==> src/rtl/rom_load_ctrl_pkg.sv <==
// Shared definitions for the ROM download controller: FSM states, default
// download index and the target-range check used on incoming ioctl addresses.
package rom_load_ctrl_pkg;

  typedef enum logic [2:0] {
    ST_IDLE  = 3'd0,
    ST_LOAD  = 3'd1,
    ST_DRAIN = 3'd2,
    ST_HOLD  = 3'd3,
    ST_RUN   = 3'd4
  } state_t;

  localparam logic [7:0] DEFAULT_ROM_INDEX = 8'd0;

  // True when a 25-bit ioctl address fits inside a 2**aw byte ROM.
  function automatic logic addr_in_range(input logic [24:0] addr, input int unsigned aw);
    return (addr >> aw) == 25'd0;
  endfunction

endpackage

==> src/rtl/rom_load_ctrl_dn_fifo2.sv <==
// Two-entry FIFO decoupling the HPS download bus from the ROM write port.
// Pop on empty and push on full (without a same-cycle pop) are ignored.
module dn_fifo2 #(
  parameter int W = 22
) (
  input  logic         clk,
  input  logic         reset,
  input  logic         push,
  input  logic [W-1:0] push_data,
  input  logic         pop,
  output logic [W-1:0] head,
  output logic [1:0]   count,
  output logic         full,
  output logic         empty
);

  logic [W-1:0] mem [2];
  logic         rd_ptr;
  logic         wr_ptr;
  logic         do_pop;
  logic         do_push;

  assign full    = (count == 2'd2);
  assign empty   = (count == 2'd0);
  assign do_pop  = pop && !empty;
  assign do_push = push && (!full || do_pop);
  assign head    = mem[rd_ptr];

  always_ff @(posedge clk) begin
    if (reset) begin
      mem[0] <= '0;
      mem[1] <= '0;
      rd_ptr <= 1'b0;
      wr_ptr <= 1'b0;
      count  <= 2'd0;
    end else begin
      if (do_push) begin
        mem[wr_ptr] <= push_data;
        wr_ptr      <= ~wr_ptr;
      end
      if (do_pop) begin
        rd_ptr <= ~rd_ptr;
      end
      case ({do_push, do_pop})
        2'b10:   count <= count + 2'd1;
        2'b01:   count <= count - 2'd1;
        default: count <= count;
      endcase
    end
  end

endmodule

==> src/rtl/rom_load_ctrl.sv <==
// Game ROM download controller: filters the HPS ioctl stream by index, buffers
// writes toward the ROM, and sequences the game core reset around a load.
module rom_load_ctrl
  import rom_load_ctrl_pkg::*;
#(
  parameter logic [7:0] ROM_INDEX   = DEFAULT_ROM_INDEX,
  parameter int         ADDR_W      = 14,
  parameter int         HOLD_CYCLES = 16
) (
  input  logic              clk_sys,
  input  logic              reset,
  input  logic              ioctl_download,
  input  logic [7:0]        ioctl_index,
  input  logic              ioctl_wr,
  input  logic [24:0]       ioctl_addr,
  input  logic [7:0]        ioctl_dout,
  output logic              ioctl_wait,
  output logic [ADDR_W-1:0] dn_addr,
  output logic [7:0]        dn_data,
  output logic              dn_wr,
  input  logic              dn_ready,
  output logic              core_reset,
  output logic              loaded,
  output logic [ADDR_W:0]   byte_count,
  output logic              overflow
);

  localparam int              FW        = ADDR_W + 8;
  localparam logic [ADDR_W:0] BC_MAX    = {1'b1, {ADDR_W{1'b0}}};
  localparam logic [ADDR_W:0] BC_ONE    = {{ADDR_W{1'b0}}, 1'b1};
  localparam logic [7:0]      HOLD_LAST = 8'(HOLD_CYCLES - 1);

  state_t          state;
  state_t          state_next;
  logic            active;
  logic            active_q;
  logic            rise;
  logic [7:0]      hold_cnt;
  logic [1:0]      fifo_count;
  logic            fifo_full;
  logic            fifo_empty;
  logic [FW-1:0]   fifo_head;
  logic            wr_req;
  logic            in_range;
  logic            pop;
  logic            push;
  logic            drop;

  assign active   = ioctl_download && (ioctl_index == ROM_INDEX);
  assign rise     = active && !active_q;
  assign wr_req   = (state == ST_LOAD) && active && ioctl_wr;
  assign in_range = addr_in_range(ioctl_addr, ADDR_W);
  assign pop      = dn_wr && dn_ready;
  assign push     = wr_req && in_range && (!fifo_full || pop);
  assign drop     = wr_req && !push;

  assign ioctl_wait = (fifo_count == 2'd2);
  assign dn_wr      = ((state == ST_LOAD) || (state == ST_DRAIN)) && !fifo_empty;
  assign core_reset = (state != ST_RUN);
  assign loaded     = (state == ST_RUN);
  assign {dn_addr, dn_data} = fifo_head;

  dn_fifo2 #(
    .W(FW)
  ) u_fifo (
    .clk       (clk_sys),
    .reset     (reset),
    .push      (push),
    .push_data ({ioctl_addr[ADDR_W-1:0], ioctl_dout}),
    .pop       (pop),
    .head      (fifo_head),
    .count     (fifo_count),
    .full      (fifo_full),
    .empty     (fifo_empty)
  );

  always_comb begin
    state_next = state;
    case (state)
      ST_IDLE, ST_RUN: begin
        if (rise) state_next = ST_LOAD;
        else      state_next = state;
      end
      ST_LOAD: begin
        if (!active) state_next = ST_DRAIN;
        else         state_next = ST_LOAD;
      end
      ST_DRAIN: begin
        if (fifo_empty) state_next = ST_HOLD;
        else            state_next = ST_DRAIN;
      end
      ST_HOLD: begin
        // A fresh download abandons the hold; an empty load falls back to IDLE.
        if (rise)                          state_next = ST_LOAD;
        else if (hold_cnt != HOLD_LAST)    state_next = ST_HOLD;
        else if (byte_count != '0)         state_next = ST_RUN;
        else                               state_next = ST_IDLE;
      end
      default: state_next = ST_IDLE;
    endcase
  end

  // Sampling the live download level during reset keeps a download that is
  // still high at release from being mistaken for a new rising edge.
  always_ff @(posedge clk_sys) begin
    if (reset) begin
      state      <= ST_IDLE;
      active_q   <= active;
      hold_cnt   <= 8'd0;
      byte_count <= '0;
      overflow   <= 1'b0;
    end else begin
      state    <= state_next;
      active_q <= active;
      hold_cnt <= ((state == ST_HOLD) && (state_next == ST_HOLD)) ? hold_cnt + 8'd1 : 8'd0;
      if ((state_next == ST_LOAD) && (state != ST_LOAD)) begin
        byte_count <= '0;
        overflow   <= 1'b0;
      end else begin
        if (push && (byte_count != BC_MAX)) begin
          byte_count <= byte_count + BC_ONE;
        end
        if (drop) begin
          overflow <= 1'b1;
        end
      end
    end
  end

endmodule

==> config.mk <==
export PLATFORM = sky130hd
export DESIGN_NAME = rom_load_ctrl
export DESIGN_NICKNAME = d
export VERILOG_FILES = /design/src/rtl/rom_load_ctrl_pkg.sv /design/src/rtl/rom_load_ctrl_dn_fifo2.sv /design/src/rtl/rom_load_ctrl.sv
export SDC_FILE = /design/constraint.sdc
export NUM_CORES = 1
export LEC_CHECK = 0
export BUFFER_PORTS_ARGS = -buffer_cell sky130_fd_sc_hd__buf_2
export CORE_MARGIN = 2
export CORE_UTILIZATION = 41
export DETAILED_ROUTE_END_ITERATION = 16
export PLACE_DENSITY = 0.74
export SLEW_MARGIN = 20
export SYNTH_ARGS = -nofsm -noshare
export SYNTH_HDL_FRONTEND = slang
export SYNTH_SLANG_ARGS = --single-unit
==> constraint.sdc <==
create_clock -name clk_sys -period 6 [get_ports clk_sys]
set_clock_uncertainty 0.1 [all_clocks]
set_input_delay 1.2 -clock clk_sys [delete_from_list [all_inputs] [get_ports clk_sys]]
set_output_delay 1.2 -clock clk_sys [all_outputs]
set_load 0.01 [all_outputs]
# == After elaboration in Yosys (flattened, before gate mapping) ==
# Memory sizes are Yosys's and may differ from the RTL's. A register that Yosys moved wholly into a read port is not among the register bits.
# Cells that the tools add are included.
# Widths: inputs -> output; s select.
# op_classes
n_addsub,4
n_eq_ne,13
mux,18
bitwise,3
reduce_logical,31
# op_table
operator,n
$logic_not 25->1,1
$mux 22,1
$reduce_or 22->1,1
$add 15x1->15 const B,1
$ne 15x15->1 const B,1
$reduce_bool 15->1,1
$logic_and 1x1->1,14
$mux 3,4
$pmux 3 s4,1
$mux 1,10
$eq 3x2->1 const B,3
$add 8x1->8 const B,1
$logic_not 8->1,1
$ne 8x4->1 const B,1
$eq 3x1->1 const B,2
$reduce_or 2->1,3
$eq 2x2->1 const B,2
$logic_not 1->1,4
$pmux 2 s2,1
$eq 3x3->1 const B,1
$logic_not 3->1,1
$logic_or 1x1->1,3
$ne 3x1->1 const B,1
$ne 3x3->1 const B,1
7 further kinds,9
# word_totals
register_bits,32
mem_bits_rw,44
output_inout_bits,42
mem_count,1
# mem_list
memory,depth,word_bits,rd,rd_ports_with_merged_regs,write_ports,line,rtl
u_fifo.mem,2,22,1,1,2,rom_load_ctrl_dn_fifo2.sv:17,logic [W-1:0] mem [2];

# == Depth between registers and ports, before layout ==
# Gate-level depths: netlist of run 1.
# logic_depth
word_depth,12
ltp_mapped,9
ltp_nobuf,7

# == Hierarchy ==
# Synthesis of run 1 repeated with hierarchy kept, for this count alone.
# unflattened
hier_cells,330
area_unflattened_um2,3721.1
# by_module_without_submodules
mod,n_inst,cells_per_inst,area_each_um2
dn_fifo2,1,143,2143.3
rom_load_ctrl,1,187,1577.8

# == Least setup slack after synthesis of run 1 ==
# Ideal clock, no wire load.
# synth_path
kind,input port to flip-flop
from,input ioctl_index[2]
to,memory u_fifo.mem[0][0] (enable)
t_arrival_ps,3183
path_slack_ps,2311
stages,5
cell_sequence,nor4_2 and4_4 nand3_4 buf_2 o21bai_1
# synth_rtl
item,line,rtl
"start, declared",rom_load_ctrl.sv:13,"input logic [7:0] ioctl_index,"
"end, declared",rom_load_ctrl_dn_fifo2.sv:17,

==> qor.txt, run 1 <==
OUTCOME
------------------------------------------------------------------------------------
Result of the run .....................................................    completed

FLOORPLANNING
------------------------------------------------------------------------------------
Number of rows created at floorplan ...................................           34
Standard cell core area ...............................................  0.00859 mm²
Initial core utilization ..............................................        41.8%
Vert. Die Dim .........................................................      97.6 µm
Number of top-level pins ..............................................           88
Horiz. Die Dim ........................................................      97.6 µm
Die Outline Area ......................................................  0.00952 mm²

CRITICAL PATH
------------------------------------------------------------------------------------
CP Cell Sequence ...................................................... buf_2, nor4_2, and4_4, nand3_4, nor3b_4, or2_2
Worst path bufs/invs ..................................................            1
Crit-path slowest cell ................................................      nor3b_4
Maximum fanout along the worst path ...................................           23
Startpoint type of the worst setup path ............................... primary input
Critical path's top delay family ...................................... simple AND/OR/NAND/NOR gates
Worst EP required .....................................................      5880 ps
Crit path kind ........................................................       in2reg
Endpoint class of the critical path ...................................    flip-flop
Largest incremental delay on the critical path ........................       640 ps
Data arrival time of the critical path ................................      3390 ps

STA
------------------------------------------------------------------------------------
Number of max-slew violations in the final report .....................            0
Ratio of final minimum period to clock period .........................        58.5%
Worst relative slew slack .............................................        34.8%
Highest achievable clock rate .........................................      285 MHz
Final critical path time including I/O delays and setup ...............      3510 ps
Sum Neg Setup Slack ...................................................         0 ps
Slew at the pin closest to its max-slew limit .........................       976 ps
RSZ-0062 raised after global routing ..................................        false
Final Hold Fails ......................................................            0
Final setup violating endpoints .......................................            0

SYNTHESIS
------------------------------------------------------------------------------------
Yosys reg bits ........................................................           77
Avg Inst Size Synth ...................................................     11.2 µm²
Synth Instances .......................................................          320
Sequential area share after synthesis .................................        55.2%
Unique cell type count in the Yosys netlist ...........................           49
Prevailing post-synth register cell ...................................     edfxtp_1
Post-Syn Area .........................................................  0.00359 mm²
Ys Warns ..............................................................            0
Share of flip-flops with an asynchronous set or reset after synthesis .           0%
Post-Syn Nets .........................................................          370
Post-synth EDFFs ......................................................           44

ROUTE
------------------------------------------------------------------------------------
Met2 Wirelength .......................................................      3.53 mm
Via count .............................................................         2674
Antenna viol nets, final ..............................................            0
Top Metal Used ........................................................         met4
Met1 routed wirelength after detailed routing .........................      3.25 mm
Wire length per cell after detailed routing ...........................      14.2 µm
DRT iter0 DRCs ........................................................           92
Routed wire length ....................................................      7.37 mm
First-pass DRT Iterations .............................................            4
Total length of routed met3 wires .....................................       487 µm
# DRC .................................................................            0
Average vias per placed instance ......................................         5.17

CTS
------------------------------------------------------------------------------------
Clock latency on the worst-skew pair ..................................       340 ps
Number of buffers added by the clock tree synthesis step ..............            9
Maximum buffer depth of the clock tree ................................            2
CTS clock-pin slew for the worst setup and hold paths .................        70 ps
Clock Sink Count ......................................................           77
CTS tree ..............................................................          yes
H-tree levels .........................................................            3
Cts hold-fix bufs .....................................................            0
Post-CTS repair timing setup buffer count .............................            0
Clock Tree Root .......................................................     clkbuf_8
Resized Gates After CTS ...............................................            0

GRT
------------------------------------------------------------------------------------
All-layer global routing usage ........................................        16.4%
First-pass GRT wire length ............................................      12.7 mm
Pin count of the biggest net entering global routing ..................           24
Via count of the first global-routing pass ............................         2693
Gr ovfl total .........................................................            0
Antenna violations before repair ......................................            0

LAYOUT
------------------------------------------------------------------------------------
Diodes inserted .......................................................            0
Fin cells .............................................................          517
Count of filler cells inserted in the layout ..........................          779
Core occupancy in the finished layout .................................        50.5%
Total area of sequential cells ........................................  0.00198 mm²
Share of cells above drive strength 1 .................................        33.0%
Area of the multi-input gates .........................................  0.00153 mm²
Layout net count ......................................................          454
Area grow syn2layout ..................................................        20.8%

PLACEMENT
------------------------------------------------------------------------------------
IO buf count ..........................................................           87
Post-Place Cells ......................................................          501
Detailed-placement wirelength estimate ................................      5.21 mm
GP Congestion .........................................................        0.866

PWR
------------------------------------------------------------------------------------
Post-layout total power ...............................................      1.05 mW
Internal power component ..............................................     0.833 mW
Part of the power in combinational logic ..............................         4.0%
Clock group share of total power ......................................        41.4%
VDD IR-drop max .......................................................       127 µV
Power per Cell Area ...................................................   241 mW/mm²
P_sw ..................................................................     0.213 mW
Leakage power figure ..................................................      1.73 nW
Sequential share of power .............................................        54.7%
Switching share of power ..............................................        20.4%

JOB
------------------------------------------------------------------------------------
MaxCap Viol Count .....................................................            0

MIN PATH
------------------------------------------------------------------------------------
Tightest Hold Check Type ..............................................      reg2reg

[layer usage]
| metal | up-vias | track usage, % |
|---|---|---|
| met5 | - | 0 |
| met4 | 0 | 5.13 |
| met3 | 8 | 4.03 |
| met2 | 93 | 27.4 |
| met1 | 1255 | 21.0 |
| li1 | 1318 | - |
[worst reg2reg max path: cells and delay by family (launching register included)]
family | cells | cell delay (ps)
simple gates | 5 | 1980
flops | 1 | 570
[power by group through the flow]
stage	Sequential [mW]	Combinational (mW)	Clock (mW)
2_1_floorplan	0.582	0.0169	0
3_3_place_gp	0.583	0.0411	0
3_5_place_dp	0.584	0.0424	0
4_1_cts	0.572	0.0424	0.441
5_1_grt	0.573	0.0462	0.464
6_report	0.571	0.0417	0.433
[layout make-up]
class | count | share of cell area, %
Clock buffer | 10 | 3.17
Clock inverter | 6 | 1.99
Inverter | 8 | 0.692
Multi-Input combinational cell | 221 | 35.3
Sequential cell | 77 | 45.7
Tap cell | 108 | 3.11
Timing Repair Buffer | 87 | 10.0
[worst paths after layout]
path | cells after the start | from | slack, ps | to
worst min-delay path | 1 | hold_cnt[0]$_SDFF_PP0_ | 360 | hold_cnt[0]$_SDFF_PP0_
worst min register to register | 1 | hold_cnt[0]$_SDFF_PP0_ | 360 | hold_cnt[0]$_SDFF_PP0_
worst max register to register | 5 | state[0]$_SDFF_PP0_ | 2980 | u_fifo.mem[1][3]$_SDFFCE_PN0P_
worst max-delay path | 6 | ioctl_index[2] | 2490 | u_fifo.mem[1][3]$_SDFFCE_PN0P_
[cell usage in the layout, fill, tap and decap left out, drive strengths merged, types with 4 or more instances in the layout]
cell type | Yosys | layout
xnor2 | 8 | 8
xor2 | 5 | 5
dfxtp | 33 | 33
o21ai | 13 | 13
edfxtp | 44 | 44
nor3 | 5 | 5
nor2 | 24 | 24
nand2 | 9 | 9
clkbuf | 5 | 10
and2 | 44 | 44
nand3 | 10 | 10
a21oi | 15 | 15
o31ai | 4 | 4
ha | 4 | 4
buf | 9 | 87
inv | 8 | 8
or3 | 10 | 10
nand4 | 4 | 4
mux2 | 23 | 23
or4 | 4 | 4
nor4 | 6 | 6
and3 | 7 | 7
[state kept, by name, summed over array words and instances, names as in the netlist, named ones only]
register	cells
active_q	1
u_fifo.mem	44
overflow	1
u_fifo.wr_ptr	1
u_fifo.rd_ptr	1
u_fifo.count	2
state	3
byte_count	15
hold_cnt	8
[metrics by stage]
stage	setup slack [ps]	instance area (µm²)	hold WS [ps]
finish	2490	4340	357
global route	2230	4340	383
CTS	2170	4330	362
detailed placement	1820	4100	350
global placement	1900	4100	326
floorplan	2310	3590	318
[synthesized netlist by cell type, types with 2 or more instances]
cell type	instances	area (µm²)
o21bai_1	3	22.5
and3_1	7	43.8
inv_1	8	30.0
and2_1	44	275
buf_2	5	25.0
ha_1	4	50.1
o21ai_0	12	60.1
and4_1	2	17.5
or4_1	4	30.0
a21oi_1	15	75.1
mux2_2	23	259
nand4_1	4	25.0
buf_1	2	7.51
or3_1	10	62.6
nor4_1	5	31.3
xor2_1	5	43.8
nor2_1	24	90.1
dfxtp_1	33	661
nor3_1	4	20.0
nor2b_1	3	18.8
nand2_1	9	33.8
edfxtp_1	44	1320
nand3_1	9	45.0
nand2b_1	2	12.5
xnor2_1	8	70.1
o31ai_1	4	30.0
clkbuf_1	5	18.8
[cells by family (layout without fill, tap and decap cells)]
| logic type | after synthesis | after routing | share of synthesized area, % |
|---|---|---|---|
| fa+ha+maj | 4 | 4 | 1.39 |
| buf+inv | 22 | 111 | 2.79 |
| compound gates | 42 | 42 | 7.07 |
| flops | 77 | 77 | 55.2 |
| xor+xnor | 13 | 13 | 3.17 |
| mux | 24 | 24 | 7.49 |
| simple gates | 138 | 138 | 22.9 |
(Power assumes the default switching activity.)
==> inputs of run 2 (changes only) <==
--- a/config.mk
+++ b/config.mk
@@ -5,11 +5,12 @@
 export SDC_FILE = /design/constraint.sdc
 export NUM_CORES = 1
 export LEC_CHECK = 0
+export ABC_AREA = 1
 export BUFFER_PORTS_ARGS = -buffer_cell sky130_fd_sc_hd__buf_2
 export CORE_MARGIN = 2
 export CORE_UTILIZATION = 41
 export DETAILED_ROUTE_END_ITERATION = 16
-export PLACE_DENSITY = 0.74
+export PLACE_DENSITY = 0.76
 export SLEW_MARGIN = 20
 export SYNTH_ARGS = -nofsm -noshare
 export SYNTH_HDL_FRONTEND = slang
==> constraint.sdc (replaced) <==
create_clock -name clk_sys -period 3.07 [get_ports clk_sys]
set_clock_uncertainty 0.1 [all_clocks]
set_input_delay 0.614 -clock clk_sys [delete_from_list [all_inputs] [get_ports clk_sys]]
set_output_delay 0.614 -clock clk_sys [all_outputs]
set_load 0.01 [all_outputs]
==> qor.txt, run 2 <==
GRT
------------------------------------------------------------------------------------
Met3 routing resource usage after global routing ......................        3.53%
Antenna violations before repair ......................................            0
Gr ovfl total .........................................................            0
First-pass GRT wire length ............................................      13.5 mm
Via count of the first global-routing pass ............................         3225
Routing layer with the top usage in global route ......................         met2
Met1 layer usage reported by global route .............................        18.9%
All-layer global routing usage ........................................        16.2%
GR Layer Usage met2 ...................................................        29.0%
Pin count of the biggest net entering global routing ..................           24

SYNTHESIS
------------------------------------------------------------------------------------
Avg Inst Size Synth ...................................................     8.76 µm²
Most area-hungry cell type in the Yosys netlist .......................     edfxtp_1
Unique cell type count in the Yosys netlist ...........................           30
Post-synth EDFFs ......................................................           44
Synth cell count leaders .............................................. 76 x nand2_1, 76 x nor2_1, 65 x inv_1
Yosys reg bits ........................................................           77
Ys Warns ..............................................................            0
Synth Instances .......................................................          456
Prevailing post-synth register cell ...................................     edfxtp_1
Post-Syn Nets .........................................................          506
Share of flip-flops with an asynchronous set or reset after synthesis .           0%
Fraction of synthesized cell area taken by the top area cell type .....        33.1%
Sequential area share after synthesis .................................        49.6%
Post-Syn Area .........................................................  0.00399 mm²
Most area-consuming cells after synthesis ............................. edfxtp_1 33%, dfxtp_1 17%, nand2_1 7.1%

FLOORPLANNING
------------------------------------------------------------------------------------
Number of rows created at floorplan ...................................           36
Initial core utilization ..............................................        41.6%
Die Outline Area ......................................................   0.0105 mm²
Horiz. Die Dim ........................................................       103 µm
Vert. Die Dim .........................................................       103 µm
Number of top-level pins ..............................................           88
Standard cell core area ...............................................  0.00959 mm²

STA
------------------------------------------------------------------------------------
Final critical path time including I/O delays and setup ...............      2230 ps
Sum Neg Setup Slack ...................................................         0 ps
Slew at the pin closest to its max-slew limit .........................       562 ps
Final Hold Fails ......................................................            0
Post-Route Hold Slack .................................................       348 ps
Worst relative slew slack .............................................        62.4%
Highest achievable clock rate .........................................      448 MHz
Ratio of final minimum period to clock period .........................        72.6%
RSZ-0062 raised after global routing ..................................        false
Final setup violating endpoints .......................................            0
Number of max-slew violations in the final report .....................            0

ROUTE
------------------------------------------------------------------------------------
Antenna viol nets, final ..............................................            0
Routed wire length ....................................................      8.46 mm
# DRC .................................................................            0
First-pass DRT Iterations .............................................            4
Wire length per cell after detailed routing ...........................      12.3 µm
Via count .............................................................         3313
Average vias per placed instance ......................................         4.82
DRT iter0 DRCs ........................................................          102

LAYOUT
------------------------------------------------------------------------------------
Diodes inserted .......................................................            0
Most common cell after layout, fill and taps aside ....................        buf_2
Registers with the most flip-flops .................................... u_fifo.mem: 44 flops, byte_count: 15 flops, hold_cnt: 8 flops
Core occupancy in the finished layout .................................        49.8%
Area of all placed cells without fillers ..............................  0.00478 mm²
Number of flip-flops in the largest register ..........................           44
Top library cells by usage in the layout, fill and taps aside ......... 87 x buf_2, 76 x nand2_1, 76 x nor2_1
Fin cells .............................................................          688
Share of cells above drive strength 1 .................................        30.1%
Layout net count ......................................................          600
Register name with the most flops .....................................   u_fifo.mem
Area grow syn2layout ..................................................        19.7%

MIN PATH
------------------------------------------------------------------------------------
Tightest Hold Check Type ..............................................      reg2reg

CRITICAL PATH
------------------------------------------------------------------------------------
Maximum fanout along the worst path ...................................            3
Endpoint class of the critical path ...................................    flip-flop
Worst EP required .....................................................      3200 ps
Critical path's top delay family ...................................... simple AND/OR/NAND/NOR gates
Crit-path slowest cell ................................................         ha_1
Data arrival time of the critical path ................................      2360 ps
Startpoint type of the worst setup path ............................... primary input
Largest incremental delay on the critical path ........................       310 ps
Crit path kind ........................................................       in2reg
CP Cell Sequence ...................................................... buf_2, nor2_2, inv_1, nor2_2, nand3_1, nor2_1, and2_4, inv_1, ha_1, a21oi_1, o21ai_0, o21ai_0, a21oi_1
Worst path bufs/invs ..................................................            3

CTS
------------------------------------------------------------------------------------
Clock Tree Root .......................................................     clkbuf_8
CTS tree ..............................................................          yes
Clock Sink Count ......................................................           77
H-tree levels .........................................................            3
Resized Gates After CTS ...............................................            0
Maximum buffer depth of the clock tree ................................            2
Number of buffers added by the clock tree synthesis step ..............            9
CTS clock-pin slew for the worst setup and hold paths .................        80 ps
Clock latency on the worst-skew pair ..................................       350 ps
Cts hold-fix bufs .....................................................            0
Post-CTS repair timing setup buffer count .............................            0

PLACEMENT
------------------------------------------------------------------------------------
GP Congestion .........................................................        0.903
IO buf count ..........................................................           87
Detailed-placement wirelength estimate ................................      6.05 mm
Post-Place Cells ......................................................          672
Cell Area, Placed .....................................................  0.00456 mm²

JOB
------------------------------------------------------------------------------------
MaxCap Viol Count .....................................................            0

OUTCOME
------------------------------------------------------------------------------------
Result of the run .....................................................    completed

PWR
------------------------------------------------------------------------------------
Leakage power figure ..................................................      2.12 nW
Power per Cell Area ...................................................   431 mW/mm²
VDD IR-drop max .......................................................       186 µV

## run 2: cell types whose count changed in the layout (fill, tap and decap cells not counted), moves of 7 or more
cell / before / now
o21ai_0: 12 / 4
nand2_1: 9 / 76
nor2_2: 0 / 21
nand3_1: 9 / 19
nand4_1: 4 / 24
nor2_1: 24 / 76
buf_4: 0 / 7
or3_1: 10 / 0
inv_1: 8 / 65
a21oi_1: 15 / 26
and2_1: 44 / 0
## run 2: layout make-up
| type | instances | area (µm²) |
|---|---|---|
| fill | 921 | 4820 |
| sequential | 77 | 1980 |
| multi-input combinational | 301 | 1670 |
| timing repair buffer | 94 | 488 |
| inverter | 67 | 251 |
| tap | 133 | 166 |
| clock buffer | 9 | 124 |
| clock inverter | 7 | 96.3 |
## run 2: worst register-to-register path, cell delays in order, from the launching register on
cell     delay, ps
dfxtp_1        340
inv_2           90
nand3_2         90
nand2_2        110
nand3_4        100
a21oi_4        170
and2_4         200
inv_1           50
ha_1           320
a21oi_1        130
o21ai_0        120
o21ai_0        190
a21oi_1         60
## run 2: layer usage
metal | vias up | share of wire (%)
met5 | - | 0
met2 | 94 | 49
met1 | 1536 | 44
met3 | 12 | 5.3
li1 | 1671 | -
met4 | 0 | 1.6
## run 2: path summary, 6_finish.rpt
check,start,end,slack [ps],cells after the start
worst min-delay path,hold_cnt[0]$_SDFF_PP0_,hold_cnt[0]$_SDFF_PP0_,350,1
worst min register to register,hold_cnt[0]$_SDFF_PP0_,hold_cnt[0]$_SDFF_PP0_,350,1
worst max register to register,state[2]$_SDFF_PP0_,u_fifo.count[1]$_SDFFE_PP0P_,900,12
worst max-delay path,ioctl_index[1],u_fifo.count[1]$_SDFFE_PP0P_,840,13
## run 2: logic make-up after synthesis
family          share of synthesized area [%]
flops                                    49.6
compound gates                           4.17
buf+inv                                  8.52
mux                                      6.21
xor+xnor                                 2.85
simple gates                             27.4
fa+ha+maj                                1.25
## run 2: through the flow
step | worst slack (ps) | total power, mW
detailed placement | 472 | 1.23
CTS | 849 | 2.08
finish | 840 | 2.06
global route | 577 | 2.14
global placement | 613 | 1.23
floorplan | 530 | 1.18
## run 2: where the power goes
| part | switching, mW | internal (mW) | total, mW | leakage [nW] |
|---|---|---|---|---|
| Clock | 0.391 | 0.462 | 0.853 | 0.114 |
| Combinational | 0.0571 | 0.0420 | 0.0991 | 1.29 |
| Sequential | 0.00463 | 1.10 | 1.11 | 0.720 |
| Total | 0.452 | 1.61 | 2.06 | 2.12 |
==> inputs of run 3 (changes only) <==
==> constraint.sdc (replaced) <==
create_clock -name clk_sys -period 2 [get_ports clk_sys]
set_clock_uncertainty 0.1 [all_clocks]
set_input_delay 0.4 -clock clk_sys [delete_from_list [all_inputs] [get_ports clk_sys]]
set_output_delay 0.4 -clock clk_sys [all_outputs]
set_load 0.01 [all_outputs]
==> qor.txt, run 3 (synthesis results as in run 2) <==
OUTCOME
----------------------------------------------------------------------------
Result of the run .............................................    completed

ROUTE
----------------------------------------------------------------------------
DRT iter0 DRCs ................................................          101
Antenna viol nets, final ......................................            0
Average vias per placed instance ..............................         4.74
First-pass DRT Iterations .....................................            4
Routed wire length ............................................      8.51 mm
# DRC .........................................................            0
Wire length per cell after detailed routing ...................      12.0 µm
Via count .....................................................         3363

LAYOUT
----------------------------------------------------------------------------
Fin cells .....................................................          710
Registers with the most flip-flops ............................ u_fifo.mem: 44 flops, byte_count: 15 flops, hold_cnt: 8 flops
Share of cells above drive strength 1 .........................        35.2%
Count of filler cells inserted in the layout ..................          904
Most common cell after layout, fill and taps aside ............        buf_2
Top library cells by usage in the layout, fill and taps aside . 87 x buf_2, 74 x nand2_1, 73 x nor2_1
Number of flip-flops in the largest register ..................           44
Diodes inserted ...............................................            0
Layout net count ..............................................          622
Area grow syn2layout ..........................................        26.5%
Register name with the most flops .............................   u_fifo.mem
Core occupancy in the finished layout .........................        52.6%

PWR
----------------------------------------------------------------------------
Power per Cell Area ...........................................   630 mW/mm²
Switching share of power ......................................        21.9%
Part of the power in combinational logic ......................         5.5%
Post-layout total power .......................................      3.18 mW
Clock group share of total power ..............................        41.0%
VDD IR-drop max ...............................................       407 µV
Sequential share of power .....................................        53.5%
P_sw ..........................................................     0.697 mW
Leakage power figure ..........................................      2.24 nW
Internal power component ......................................      2.49 mW

CRITICAL PATH
----------------------------------------------------------------------------
Worst R2R Path Depth ..........................................           11
Crit path kind ................................................      reg2reg
Worst EP required .............................................      2140 ps
Data arrival time of the critical path ........................      2070 ps
Maximum fanout along the worst path ...........................            4
Endpoint class of the critical path ...........................    flip-flop
Startpoint type of the worst setup path .......................    flip-flop

STA
----------------------------------------------------------------------------
Post-Route Hold Slack .........................................       199 ps
RSZ-0062 raised after global routing ..........................         true
Slew at the pin closest to its max-slew limit .................       333 ps
Min setup slack post-route ....................................      62.9 ps
Highest achievable clock rate .................................      516 MHz
Final setup violating endpoints ...............................            0
Final critical path time including I/O delays and setup .......      1940 ps
Final Hold Fails ..............................................            0
Number of max-slew violations in the final report .............            0
Ratio of final minimum period to clock period .................        96.9%
Worst relative slew slack .....................................        77.7%

GRT
----------------------------------------------------------------------------
Routing layer with the top usage in global route ..............         met2
GR Layer Usage met2 ...........................................        28.4%
Via count of the first global-routing pass ....................         3081
All-layer global routing usage ................................        16.5%
Pin count of the biggest net entering global routing ..........           23
Met1 layer usage reported by global route .....................        19.6%
Met3 routing resource usage after global routing ..............        3.80%
Gr ovfl total .................................................            0
Antenna violations before repair ..............................            0
First-pass GRT wire length ....................................      13.6 mm

CTS
----------------------------------------------------------------------------
CTS tree ......................................................          yes
Number of buffers added by the clock tree synthesis step ......            9
CTS clock-pin slew for the worst setup and hold paths .........        80 ps
Cts hold-fix bufs .............................................            0
Maximum buffer depth of the clock tree ........................            2
H-tree levels .................................................            3
Clock Sink Count ..............................................           77
Clock latency on the worst-skew pair ..........................       350 ps
Clock Tree Root ...............................................     clkbuf_8

JOB
----------------------------------------------------------------------------
MaxCap Viol Count .............................................            0

MIN PATH
----------------------------------------------------------------------------
Hold Path Cell Cnt ............................................            2
Tightest Hold Check Type ......................................       in2reg

FLOORPLANNING
----------------------------------------------------------------------------
Die Outline Area ..............................................   0.0105 mm²
Number of top-level pins ......................................           88
Vert. Die Dim .................................................       103 µm
Standard cell core area .......................................  0.00959 mm²
Number of rows created at floorplan ...........................           36
Horiz. Die Dim ................................................       103 µm
Initial core utilization ......................................        41.6%

PLACEMENT
----------------------------------------------------------------------------
Detailed-placement wirelength estimate ........................      6.24 mm
GP Congestion .................................................        0.919
IO buf count ..................................................           87
Post-Place Cells ..............................................          689
Post-placement worst setup slack ..............................      -308 ps

-- run 3: area by class of cell --
class / count / area (µm²) / share of cell area [%]
flip-flops and latches: 77 / 1990 / 39.3
multi-input cells: 301 / 1730 / 34.3
repair buffers: 116 / 694 / 13.7
inverters: 67 / 251 / 4.98
well taps: 133 / 166 / 3.29
clock buffers: 9 / 124 / 2.45
clock inverters: 7 / 96.3 / 1.91
-- run 3: metal layers --
metal | up-vias | wire length (µm)
met2 | 112 | 4000
met1 | 1519 | 3750
met5 | - | 0
met4 | 0 | 235
li1 | 1713 | -
met3 | 19 | 527
-- run 3: final timing paths --
check / start / end / slack, ps
max: u_fifo.count[0]$_SDFFE_PP0P_ / u_fifo.count[1]$_SDFFE_PP0P_ / 60
min: reset / flip-flop / 200
max reg2reg: u_fifo.count[0]$_SDFFE_PP0P_ / u_fifo.count[1]$_SDFFE_PP0P_ / 60
min reg2reg: hold_cnt[0]$_SDFF_PP0_ / hold_cnt[0]$_SDFF_PP0_ / 350
-- run 3: worst max-delay path, cell delays in order (launching register included) --
cell and delay [ps]:
dfxtp_2 400, inv_1 80, nand2_1 130, nand3_4 120
a21oi_4 160, and2_4 160, inv_2 40, ha_4 240
a21oi_4 120, o21ai_2 80, o21ai_1 140, a21oi_1 50
-- run 3: power groups by stage --
stage	logic (mW)	clock network [mW]	registers, mW
floorplan	0.0777	0	1.74
global placement	0.173	0	1.74
detailed placement	0.176	0	1.74
CTS	0.177	1.33	1.70
global route	0.194	1.40	1.71
finish	0.176	1.30	1.70
-- run 3: timing repair --
action,4_1_cts,5_1_grt
pin swaps,0,7
setup endpoints to repair,1,45
gates resized for setup,4,10
cloned,0,0
setup buffers,0,5
-- run 3: stage by stage --
step           setup TNS [ps]  area [µm²]
2_1_floorplan               0        4010
3_3_place_gp            -4820        4740
3_5_place_dp           -10340        4740
4_1_cts                     0        4980
5_1_grt                  -144        5050
6_report                    0        5050
